--- config.mk ---
export PLATFORM = sky130hd
export DESIGN_NAME = hyperbus_burst_fifo
export DESIGN_NICKNAME = d
export VERILOG_FILES = /design/src/rtl/hyperbus_burst_fifo.sv
export SDC_FILE = /design/constraint.sdc
export NUM_CORES = 1
export LEC_CHECK = 0
export BUFFER_PORTS_ARGS = -buffer_cell sky130_fd_sc_hd__buf_2
export CAP_MARGIN = 20
export CELL_PAD_IN_SITES_DETAIL_PLACEMENT = 1
export CELL_PAD_IN_SITES_GLOBAL_PLACEMENT = 1
export CORE_MARGIN = 2
export CORE_UTILIZATION = 30
export CTS_BUF_LIST = sky130_fd_sc_hd__clkbuf_4 sky130_fd_sc_hd__clkbuf_8
export CTS_CLUSTER_DIAMETER = 120
export DETAILED_ROUTE_END_ITERATION = 12
export PLACE_DENSITY = 0.49
export SLEW_MARGIN = 15
export SYNTH_ARGS = -nofsm -noshare
export SYNTH_HDL_FRONTEND = slang
export SYNTH_SLANG_ARGS = --single-unit
--- constraint.sdc ---
create_clock -name clk -period 8.67 [get_ports clk]
set_clock_uncertainty 0.2 [all_clocks]
set_input_delay 0.867 -clock clk [delete_from_list [all_inputs] [get_ports clk]]
set_output_delay 0.867 -clock clk [all_outputs]
set_load 0.03 [all_outputs]
--- src/rtl/hyperbus_burst_fifo.sv ---
// Burst adapter between valid/ready user queues (command, TX, RX) and a Hyperbus-style
// beat interface. User words are serialised MS-slice-first and reads are reassembled.
module hyperbus_burst_fifo #(
  parameter int USER_DATA_WIDTH = 32,
  parameter int HBUS_DATA_WIDTH = 16,
  parameter int ADDR_WIDTH      = 32,
  parameter int CMD_DEPTH       = 4,
  parameter int DATA_DEPTH      = 16,
  parameter int MAX_BURST       = 8,
  localparam int LEN_WIDTH      = $clog2(MAX_BURST)
) (
  input  logic                       clk,
  input  logic                       rst,
  input  logic                       cmd_valid,
  output logic                       cmd_ready,
  input  logic                       cmd_we,
  input  logic [ADDR_WIDTH-1:0]      cmd_adr,
  input  logic [LEN_WIDTH-1:0]       cmd_len,
  input  logic                       tx_valid,
  output logic                       tx_ready,
  input  logic [USER_DATA_WIDTH-1:0] tx_dat,
  output logic                       rx_valid,
  input  logic                       rx_ready,
  output logic [USER_DATA_WIDTH-1:0] rx_dat,
  output logic [ADDR_WIDTH-1:0]      hbus_adr_o,
  output logic [HBUS_DATA_WIDTH-1:0] hbus_dat_o,
  input  logic [HBUS_DATA_WIDTH-1:0] hbus_dat_i,
  output logic                       hbus_rrq,
  output logic                       hbus_wrq,
  input  logic                       hbus_ready,
  input  logic                       hbus_valid,
  input  logic                       hbus_busy,
  output logic                       idle_o
);

  localparam int RATIO  = USER_DATA_WIDTH / HBUS_DATA_WIDTH;
  localparam int BEAT_W = (RATIO > 1) ? $clog2(RATIO) : 1;
  localparam int BCNT_W = $clog2(MAX_BURST * RATIO + 1);
  localparam int CPTR_W = $clog2(CMD_DEPTH);
  localparam int DPTR_W = $clog2(DATA_DEPTH);
  localparam int CCNT_W = $clog2(CMD_DEPTH + 1);
  localparam int DCNT_W = $clog2(DATA_DEPTH + 1);
  localparam int CMD_W  = 1 + ADDR_WIDTH + LEN_WIDTH;

  typedef enum logic [1:0] {IDLE, WRITE, READ, DONE} state_t;

  state_t                    state_q;
  logic                      wrq_q, rrq_q;
  logic [ADDR_WIDTH-1:0]     adr_q;
  logic [BCNT_W-1:0]         bcnt_q;
  logic [BEAT_W-1:0]         beat_q;
  logic [USER_DATA_WIDTH-1:0] sr_q, sr_d;

  logic [CMD_W-1:0]           cmd_mem_q [CMD_DEPTH];
  logic [USER_DATA_WIDTH-1:0] tx_mem_q  [DATA_DEPTH];
  logic [USER_DATA_WIDTH-1:0] rx_mem_q  [DATA_DEPTH];
  logic [CPTR_W-1:0] cmd_wr_q, cmd_rd_q;
  logic [DPTR_W-1:0] tx_wr_q, tx_rd_q, rx_wr_q, rx_rd_q;
  logic [CCNT_W-1:0] cmd_cnt_q, cmd_cnt_d;
  logic [DCNT_W-1:0] tx_cnt_q, tx_cnt_d, rx_cnt_q, rx_cnt_d;

  logic                   cmd_push, cmd_pop, tx_push, tx_pop, rx_push, rx_pop;
  logic [CMD_W-1:0]       head;
  logic                   head_we;
  logic [ADDR_WIDTH-1:0]  head_adr;
  logic [LEN_WIDTH-1:0]   head_len;
  logic [DCNT_W-1:0]      need;
  logic                   launch_wr, launch_rd;
  logic                   wr_beat, rd_beat, last_slice, last_beat;
  logic [USER_DATA_WIDTH-1:0] tx_shift;

  assign cmd_ready = (cmd_cnt_q != CCNT_W'(CMD_DEPTH));
  assign tx_ready  = (tx_cnt_q != DCNT_W'(DATA_DEPTH));
  assign rx_valid  = (rx_cnt_q != '0);
  assign rx_dat    = rx_mem_q[rx_rd_q];

  assign cmd_push = cmd_valid && cmd_ready;
  assign tx_push  = tx_valid && tx_ready;
  assign rx_pop   = rx_valid && rx_ready;
  assign cmd_pop  = (state_q == DONE);

  assign head     = cmd_mem_q[cmd_rd_q];
  assign head_we  = head[CMD_W-1];
  assign head_adr = head[CMD_W-2 -: ADDR_WIDTH];
  assign head_len = head[LEN_WIDTH-1:0];
  assign need     = DCNT_W'(head_len) + DCNT_W'(1);

  // Launch only with the whole burst's data (write) or space (read) already in hand.
  assign launch_wr = (state_q == IDLE) && (cmd_cnt_q != '0) && head_we && !hbus_busy
                     && (tx_cnt_q >= need);
  assign launch_rd = (state_q == IDLE) && (cmd_cnt_q != '0) && !head_we && !hbus_busy
                     && ((DCNT_W'(DATA_DEPTH) - rx_cnt_q) >= need);

  assign wr_beat    = (state_q == WRITE) && hbus_ready;
  assign rd_beat    = (state_q == READ) && hbus_valid;
  assign last_slice = (beat_q == BEAT_W'(RATIO - 1));
  assign last_beat  = (bcnt_q == BCNT_W'(1));
  assign tx_pop     = wr_beat && last_slice;
  assign rx_push    = rd_beat && last_slice;

  assign tx_shift   = tx_mem_q[tx_rd_q] << (int'(beat_q) * HBUS_DATA_WIDTH);
  assign hbus_dat_o = (state_q == WRITE) ? tx_shift[USER_DATA_WIDTH-1 -: HBUS_DATA_WIDTH] : '0;
  assign hbus_adr_o = adr_q;
  assign hbus_wrq   = wrq_q;
  assign hbus_rrq   = rrq_q;
  assign idle_o     = (state_q == IDLE) && (cmd_cnt_q == '0);

  always_comb begin
    cmd_cnt_d = cmd_cnt_q + CCNT_W'(cmd_push) - CCNT_W'(cmd_pop);
    tx_cnt_d  = tx_cnt_q + DCNT_W'(tx_push) - DCNT_W'(tx_pop);
    rx_cnt_d  = rx_cnt_q + DCNT_W'(rx_push) - DCNT_W'(rx_pop);
    sr_d      = (sr_q << HBUS_DATA_WIDTH) | USER_DATA_WIDTH'(hbus_dat_i);
  end

  always_ff @(posedge clk) begin
    if (rst) begin
      cmd_wr_q  <= '0;
      cmd_rd_q  <= '0;
      cmd_cnt_q <= '0;
      tx_wr_q   <= '0;
      tx_rd_q   <= '0;
      tx_cnt_q  <= '0;
      rx_wr_q   <= '0;
      rx_rd_q   <= '0;
      rx_cnt_q  <= '0;
    end else begin
      if (cmd_push) cmd_wr_q <= cmd_wr_q + CPTR_W'(1);
      if (cmd_pop)  cmd_rd_q <= cmd_rd_q + CPTR_W'(1);
      if (tx_push)  tx_wr_q  <= tx_wr_q + DPTR_W'(1);
      if (tx_pop)   tx_rd_q  <= tx_rd_q + DPTR_W'(1);
      if (rx_push)  rx_wr_q  <= rx_wr_q + DPTR_W'(1);
      if (rx_pop)   rx_rd_q  <= rx_rd_q + DPTR_W'(1);
      cmd_cnt_q <= cmd_cnt_d;
      tx_cnt_q  <= tx_cnt_d;
      rx_cnt_q  <= rx_cnt_d;
    end
  end

  // Storage and read assembly carry no reset; occupancy counters qualify them.
  always_ff @(posedge clk) begin
    if (cmd_push) cmd_mem_q[cmd_wr_q] <= {cmd_we, cmd_adr, cmd_len};
    if (tx_push)  tx_mem_q[tx_wr_q]   <= tx_dat;
    if (rx_push)  rx_mem_q[rx_wr_q]   <= sr_d;
    if (rd_beat)  sr_q                <= sr_d;
  end

  always_ff @(posedge clk) begin
    if (rst) begin
      state_q <= IDLE;
      wrq_q   <= 1'b0;
      rrq_q   <= 1'b0;
      adr_q   <= '0;
      bcnt_q  <= '0;
      beat_q  <= '0;
    end else begin
      case (state_q)
        IDLE: begin
          if (launch_wr || launch_rd) begin
            state_q <= launch_wr ? WRITE : READ;
            wrq_q   <= launch_wr;
            rrq_q   <= launch_rd;
            adr_q   <= head_adr;
            bcnt_q  <= BCNT_W'(int'(need) * RATIO);
            beat_q  <= '0;
          end
        end
        WRITE, READ: begin
          if (wr_beat || rd_beat) begin
            bcnt_q <= bcnt_q - BCNT_W'(1);
            beat_q <= last_slice ? '0 : beat_q + BEAT_W'(1);
            if (last_beat) begin
              state_q <= DONE;
              wrq_q   <= 1'b0;
              rrq_q   <= 1'b0;
            end
          end
        end
        DONE: state_q <= IDLE;
        default: state_q <= IDLE;
      endcase
    end
  end

endmodule

==> results of run 1 <==
## per-layer routing
| layer | global-route usage (%) | vias to the layer above | wire (microns) | part of all wire, % |
|---|---|---|---|---|
| li1 | - | 9997 | - | - |
| met3 | 3.33 | 227 | 5540 | 4.4 |
| met5 | 0 | - | 57 | 0.045 |
| met2 | 26.4 | 516 | 64600 | 52 |
| met4 | 4.19 | 10 | 2660 | 2.1 |
| met1 | 18.9 | 12700 | 52500 | 42 |
## through the flow
stage	hold slack (ps)	setup slack, ps
floorplan	269	4240
global placement	253	3780
finish	123	3110
global route	31.8	2780
detailed placement	263	3770
CTS	0.332	2710
## sequential cells by signal, summed over array words and instances, names as in the netlist, named ones only
| name | flops |
|---|---|
| bcnt_q | 5 |
| beat_q | 1 |
| cmd_cnt_q | 3 |
| cmd_mem_q | 144 |
| cmd_rd_q | 2 |
| cmd_wr_q | 2 |
| hbus_adr_o | 32 |
| hbus_rrq | 1 |
| hbus_wrq | 1 |
| rx_cnt_q | 5 |
| rx_mem_q | 512 |
| rx_rd_q | 4 |
| rx_wr_q | 4 |
| sr_q | 16 |
| state_q | 2 |
| tx_cnt_q | 5 |
| tx_mem_q | 512 |
| tx_rd_q | 4 |
| tx_wr_q | 4 |
## power breakdown
group / switching, uW / leakage, uW / total, uW / internal (uW)
clock: 2510 / 0.00236 / 5510 / 3000
combinational: 1490 / 0.00430 / 2470 / 983
sequential: 186 / 0.0114 / 7120 / 6940
total: 4190 / 0.0180 / 15100 / 10900
## cell usage after synthesis, types with 9 or more instances
| cell type | number | area (sq um) |
|---|---|---|
| nor2b_1 | 22 | 138 |
| nand3_1 | 40 | 200 |
| xor2_1 | 13 | 114 |
| edfxtp_1 | 1184 | 35600 |
| dfxtp_1 | 85 | 1700 |
| inv_1 | 36 | 135 |
| mux4_2 | 356 | 8020 |
| nand4_1 | 9 | 56.3 |
| o21ai_1 | 33 | 165 |
| clkbuf_1 | 72 | 270 |
| buf_2 | 17 | 85.1 |
| nor3_1 | 11 | 55.1 |
| nor2_1 | 65 | 244 |
| nand2_1 | 23 | 86.3 |
| buf_1 | 17 | 63.8 |
| nand2b_1 | 10 | 62.6 |
| mux2i_1 | 20 | 200 |
| xnor2_1 | 11 | 96.3 |
| a21oi_1 | 48 | 240 |
| ha_1 | 44 | 551 |
## worst min-delay path by stage
stage / start / endpoint / cells after the start
global placement: hbus_adr_o[24] / hbus_adr_o[24] / 2
finish: tx_dat[16] / tx_mem_q[8][16] / 1
global route: tx_dat[5] / tx_mem_q[0][5] / 1
floorplan: cmd_wr_q[1] / cmd_wr_q[1] / 2
detailed placement: hbus_adr_o[24] / hbus_adr_o[24] / 2
CTS: tx_dat[27] / tx_mem_q[12][27] / 1
## what timing repair did
item                      in CTS  in global routing
hold buffers                  68                  0
hold endpoints to repair     480                  0
buffers inserted               0                  0
## cell type report
type | count | share of cell area (%)
Multi-Input combinational cell | 770 | 19.2
Tap cell | 2160 | 4.68
Inverter | 37 | 0.241
Clock buffer | 302 | 6.35
Sequential cell | 1269 | 64.6
Timing Repair Buffer | 298 | 3.51
Clock inverter | 93 | 1.37
Antenna cell | 5 | 0.0217
## cell families (layout without fill, tap and decap cells)
group,Yosys count,after routing,synth area share [%]
XOR/XNOR,25,25,0.487
multiplexers,376,376,16.9
buffers and inverters,151,730,1.32
other,0,5,0
AND/OR/NAND/NOR,203,203,2.03
adder cells (fa/ha/maj),48,48,1.28
flip-flops,1269,1269,76.4
AO/OA/AOI/OAI,118,118,1.64
## worst max-delay path: stages (launching register included)
cell and delay (ps):
dfxtp_4 650, buf_16 310, buf_12 510, mux4_2 590
mux4_2 500, mux2i_1 550, nor2b_1 120, buf_2 210
==> metrics, run 1 <==
most frequent cells in the layout edfxtp_1 (1184), mux4_2 (356), clkbuf_8 (223); Area Overhead vs Synth 18.3%; clock sink count 1269; FP Rows 147; DRC viols 0; Final Setup Violations 0; fillcell total around 16k; setup_tns 0 ps; drt first pass iters 5; CP Data Required Time ~7600 ps; Slew @ Worst Pin 1040 ps; area of the multi-input gates approximately 11000 sq um; die area 166000 sq um; routed len/inst 25.4 microns; Critical Path End hbus_dat_o[1]; IO buf count about 180; CTS tree built; initial antenna violation count 23; f_max 180 MHz; max-slew violations 0; worst min path class input port to flop; commonest non-fill, non-tap cell in the layout edfxtp_1; Setup Crit Path Kind flop to primary output; FF+latch count, synth 1269; DIE HEIGHT approximately 400 microns; R2R Path End bcnt_q[4]; 1st-iter DRT viols roughly 1.6k; sequential element share of the synthesized area 76.4%; layout cells sized above 1 between 30 and 40%; Core Box Area between 150000 and 200000 sq um; CP arrival 4500 ps; Placement Cell Area 52500 sq um; CTS resizes 0; CP startpoint kind flop; IO Pins 178; Final Instance Area between 50000 and 60000 sq um; Final Cycle Share roughly 64%; via count approximately 23k; synthesized area approximately 50000 sq um; WL final roughly 130000 microns; status complete, no violations; Crit. End Element primary output; total track usage 15.1%; largest net degree at the start of global routing 105; vias in the first global route around 26k; maxcap violations 0; Final Util roughly 36%; first-pass GRT wire length 183000 microns; R2R cell count 10; total power ~15000 uW; syn avg cell area approximately 22 sq um; final net count ~2.7k; post-route insts no fill just under 5k; placed insts 4465; clk buf depth 3; Post-DP HPWL between 60000 and 70000 microns; maximum VDD drop roughly 0.19 mV; Placer Congestion ~0.70; RSZ-0062 raised after global routing false; initial core utilization between 30% and 40%; post-synth net total between 2k and 2.5k; PD cells between 200 and 300 nW/um^2; Async SR Flop Fraction 0%; Final ANT Viol Nets 0; Slew HR a little under a third; Worst R2R Setup Slack 4030 ps; peak fanout along the critical path 80; Reg area roughly 37000 sq um; clock root buffer clkbuf_8; worst skew pair latency between 900 and 1000 ps; Unique masters post-synth 61; Ys Warns 0; Die W between 400 and 500 microns; post-layout min period between 5000 and 6000 ps; CTS clk-pin slew, worst paths 60 ps; EDFF count, synth 1184; H-Tree Depth 4; Lkg Pwr around 0.018 uW; commonest register cell after synthesis edfxtp_1; Congestion Overflow GR 0; Synth Instances about 2.2k; post-DR vias/cell 4.75; final hold vios 0; Inserted Clock Buffers roughly 210
Power figures use the tool's default switching activity.
==> inputs of run 2 (changes only) <==
Clock period 8.67 ns to 5.2 ns, I/O delays scaled along.
==> run 2 against run 1 <==
Clock-buffer cell count is 22 lower. Setup slack worse by 2500 ps. Critical path depth stayed put. Via count is 0.84% higher. Clock power is 68% higher. Largest power group unchanged. Utilization is 0.34 points higher. Critical endpoint is now hbus_dat_o[8]. Wire length is 0.36% lower. Global-route usage is 0.086 points lower. Sequential power is 66% higher.
==> metrics, run 2 (same netlist as run 1, synthesis figures left out) <==
Post-CTS Setup Bufs 0 (unchanged); Final Setup Violations 0 (unchanged); CP arrival 3920 ps (was 4500 ps); clock root buffer clkbuf_8 (unchanged); WL final 125000 microns (about the same); Slew @ Worst Pin 1030 ps (was 1040 ps); vias in the first global route 26.6k (was 26.4k); largest net degree at the start of global routing 69 (was 105); Area Overhead vs Synth 19.5% (was 18.3%); clock sink count 1269 (unchanged); commonest non-fill, non-tap cell in the layout edfxtp_1 (unchanged); max-slew violations 0 (unchanged); final hold vios 0 (unchanged); top flop regs rx_mem_q (512), tx_mem_q (512), cmd_mem_q (144) (unchanged); CTS tree built (unchanged); f_max 215 MHz; Final Instance Area 58300 sq um (was 57700 sq um); logic gate share of total power 16.7% (was 16.4%); Global Route met1 Usage 18.5% (was 18.9%); Die W 407 microns (unchanged); H-Tree Depth 4 (unchanged); FP Rows 147 (unchanged); initial antenna violation count 17 (was 23); total net switching power 7020 uW (was 4190 uW); post-DR vias/cell 4.73 (was 4.75); Post-DP HPWL 69600 microns (was 64500 microns); Placement Cell Area 52800 sq um (was 52500 sq um); Lkg Pwr 0.0183 uW (was 0.0180 uW); initial core utilization 30.3% (unchanged); IO buf count 177 (unchanged); share of power burned in registers 46.7% (was 47.2%); Inserted Clock Buffers 212 (was 214); GR peak layer met2 (unchanged); Congestion Overflow GR 0 (unchanged); DIE HEIGHT 407 microns (unchanged); RSZ-0062 raised after global routing false (unchanged); total track usage 15.0% (was 15.1%); routed len/inst 25.0 microns (was 25.4 microns); post-layout min period 4640 ps; Placer Congestion 0.710 (was 0.700); sw frac 27.7% (about the same); via count 23.6k (was 23.4k); met2 GRT Util 26.5% (was 26.4%); CP Data Required Time 4480 ps (was 7600 ps); layout cells sized above 1 35.4% (was 35.8%); CP startpoint kind flop (unchanged); Slew HR 31.5% (was 30.5%); Crit. End Element primary output (unchanged); maximum VDD drop 0.224 mV (was 0.194 mV); final net count 2784 (was 2729); first-pass GRT wire length 183000 microns (about the same); worst skew pair latency 960 ps (about the same); status complete, no violations (unchanged); Final ANT Viol Nets 0 (unchanged); most frequent cells in the layout edfxtp_1 (1184), mux4_2 (356), clkbuf_8 (218) (was edfxtp_1 (1184), mux4_2 (356), clkbuf_8 (223)); CTS clk-pin slew, worst paths 60 ps (about the same); Final Cycle Share between 80% and 90%; setup_tns 0 ps (unchanged); DRC viols 0 (unchanged); PD cells 435 nW/um^2 (was 262 nW/um^2); Setup Crit Path Kind flop to primary output (unchanged); peak fanout along the critical path 31 (was 80); P_int 18300 uW (was 10900 uW); Core Box Area 161000 sq um (unchanged); maxcap violations 0 (unchanged); Post-CTS Hold Fix Bufs 100 (was 68); Hold Path Origin cmd_adr[20] (was tx_dat[16]); drt first pass iters 5 (unchanged); 1st-iter DRT viols 1531 (was 1645); IO Pins 178 (unchanged); total power 25300 uW (was 15100 uW); Worst R2R Setup Slack 670 ps (was 4030 ps); grt met3 use 3.09% (was 3.33%); clock network power share 36.5% (about the same); worst min path class input port to flop (unchanged); die area 166000 sq um (unchanged); clk buf depth 3 (unchanged); CTS resizes 0 (unchanged)
## run 2: cell types whose count changed in the layout (fill, tap and decap cells not counted), moves of 5 or more
cell / previous run / this run
buf_4: 50 / 72
bufinv_16: 8 / 13
clkbuf_4: 79 / 62
clkbuf_8: 223 / 218
clkinv_1: 47 / 62
dlygate4sd3_1: 68 / 100
## run 2: per-stage QoR
stage	hold WS [ps]	setup slack [ps]	cells	utilization, %
6_report	121	558	4992	36.2
5_1_grt	20.8	212	4991	36.2
4_1_cts	1.01	346	4983	36.2
3_5_place_dp	266	947	4491	32.8
3_3_place_gp	254	990	4490	32.8
2_1_floorplan	269	768	2190	-
## run 2: layout make-up
| type | count | area [sq um] |
|---|---|---|
| inverter | 37 | 139 |
| clock buffer | 280 | 3470 |
| tap | 2160 | 2700 |
| timing repair buffer | 355 | 2560 |
| sequential | 1269 | 37300 |
| clock inverter | 112 | 995 |
| fill | 15700 | 103000 |
| multi-input combinational | 770 | 11100 |
| antenna | 9 | 22.5 |
## run 2: power by group through the flow
stage	Combinational (uW)	Sequential [uW]	Clock, uW
finish	4240	11800	9250
global route	4590	11900	9970
CTS	4350	11900	9550
detailed placement	4270	12100	0
global placement	4190	12000	0
floorplan	2930	12000	0
## run 2: critical path, stage by stage (launching register included)
cell and delay (ps):
dfxtp_4 770, buf_12 370, buf_4 220, mux4_2 510, mux4_2 460, mux2i_1 210
nor2b_1 160, buf_2 210
## run 2: final timing paths
path,end,depth (start not counted)
worst max-delay path,hbus_dat_o[8],7
worst min-delay path,cmd_mem_q[0][23],2
worst max register to register,hbus_adr_o[10],11
worst min register to register,hbus_adr_o[24],2
## run 2: per-layer routing
metal | share of wire [%] | up-vias
li1 | - | 10100
met1 | 41 | 12800
met2 | 52 | 517
met3 | 4.0 | 219
met4 | 2.5 | 4
met5 | 0.024 | -
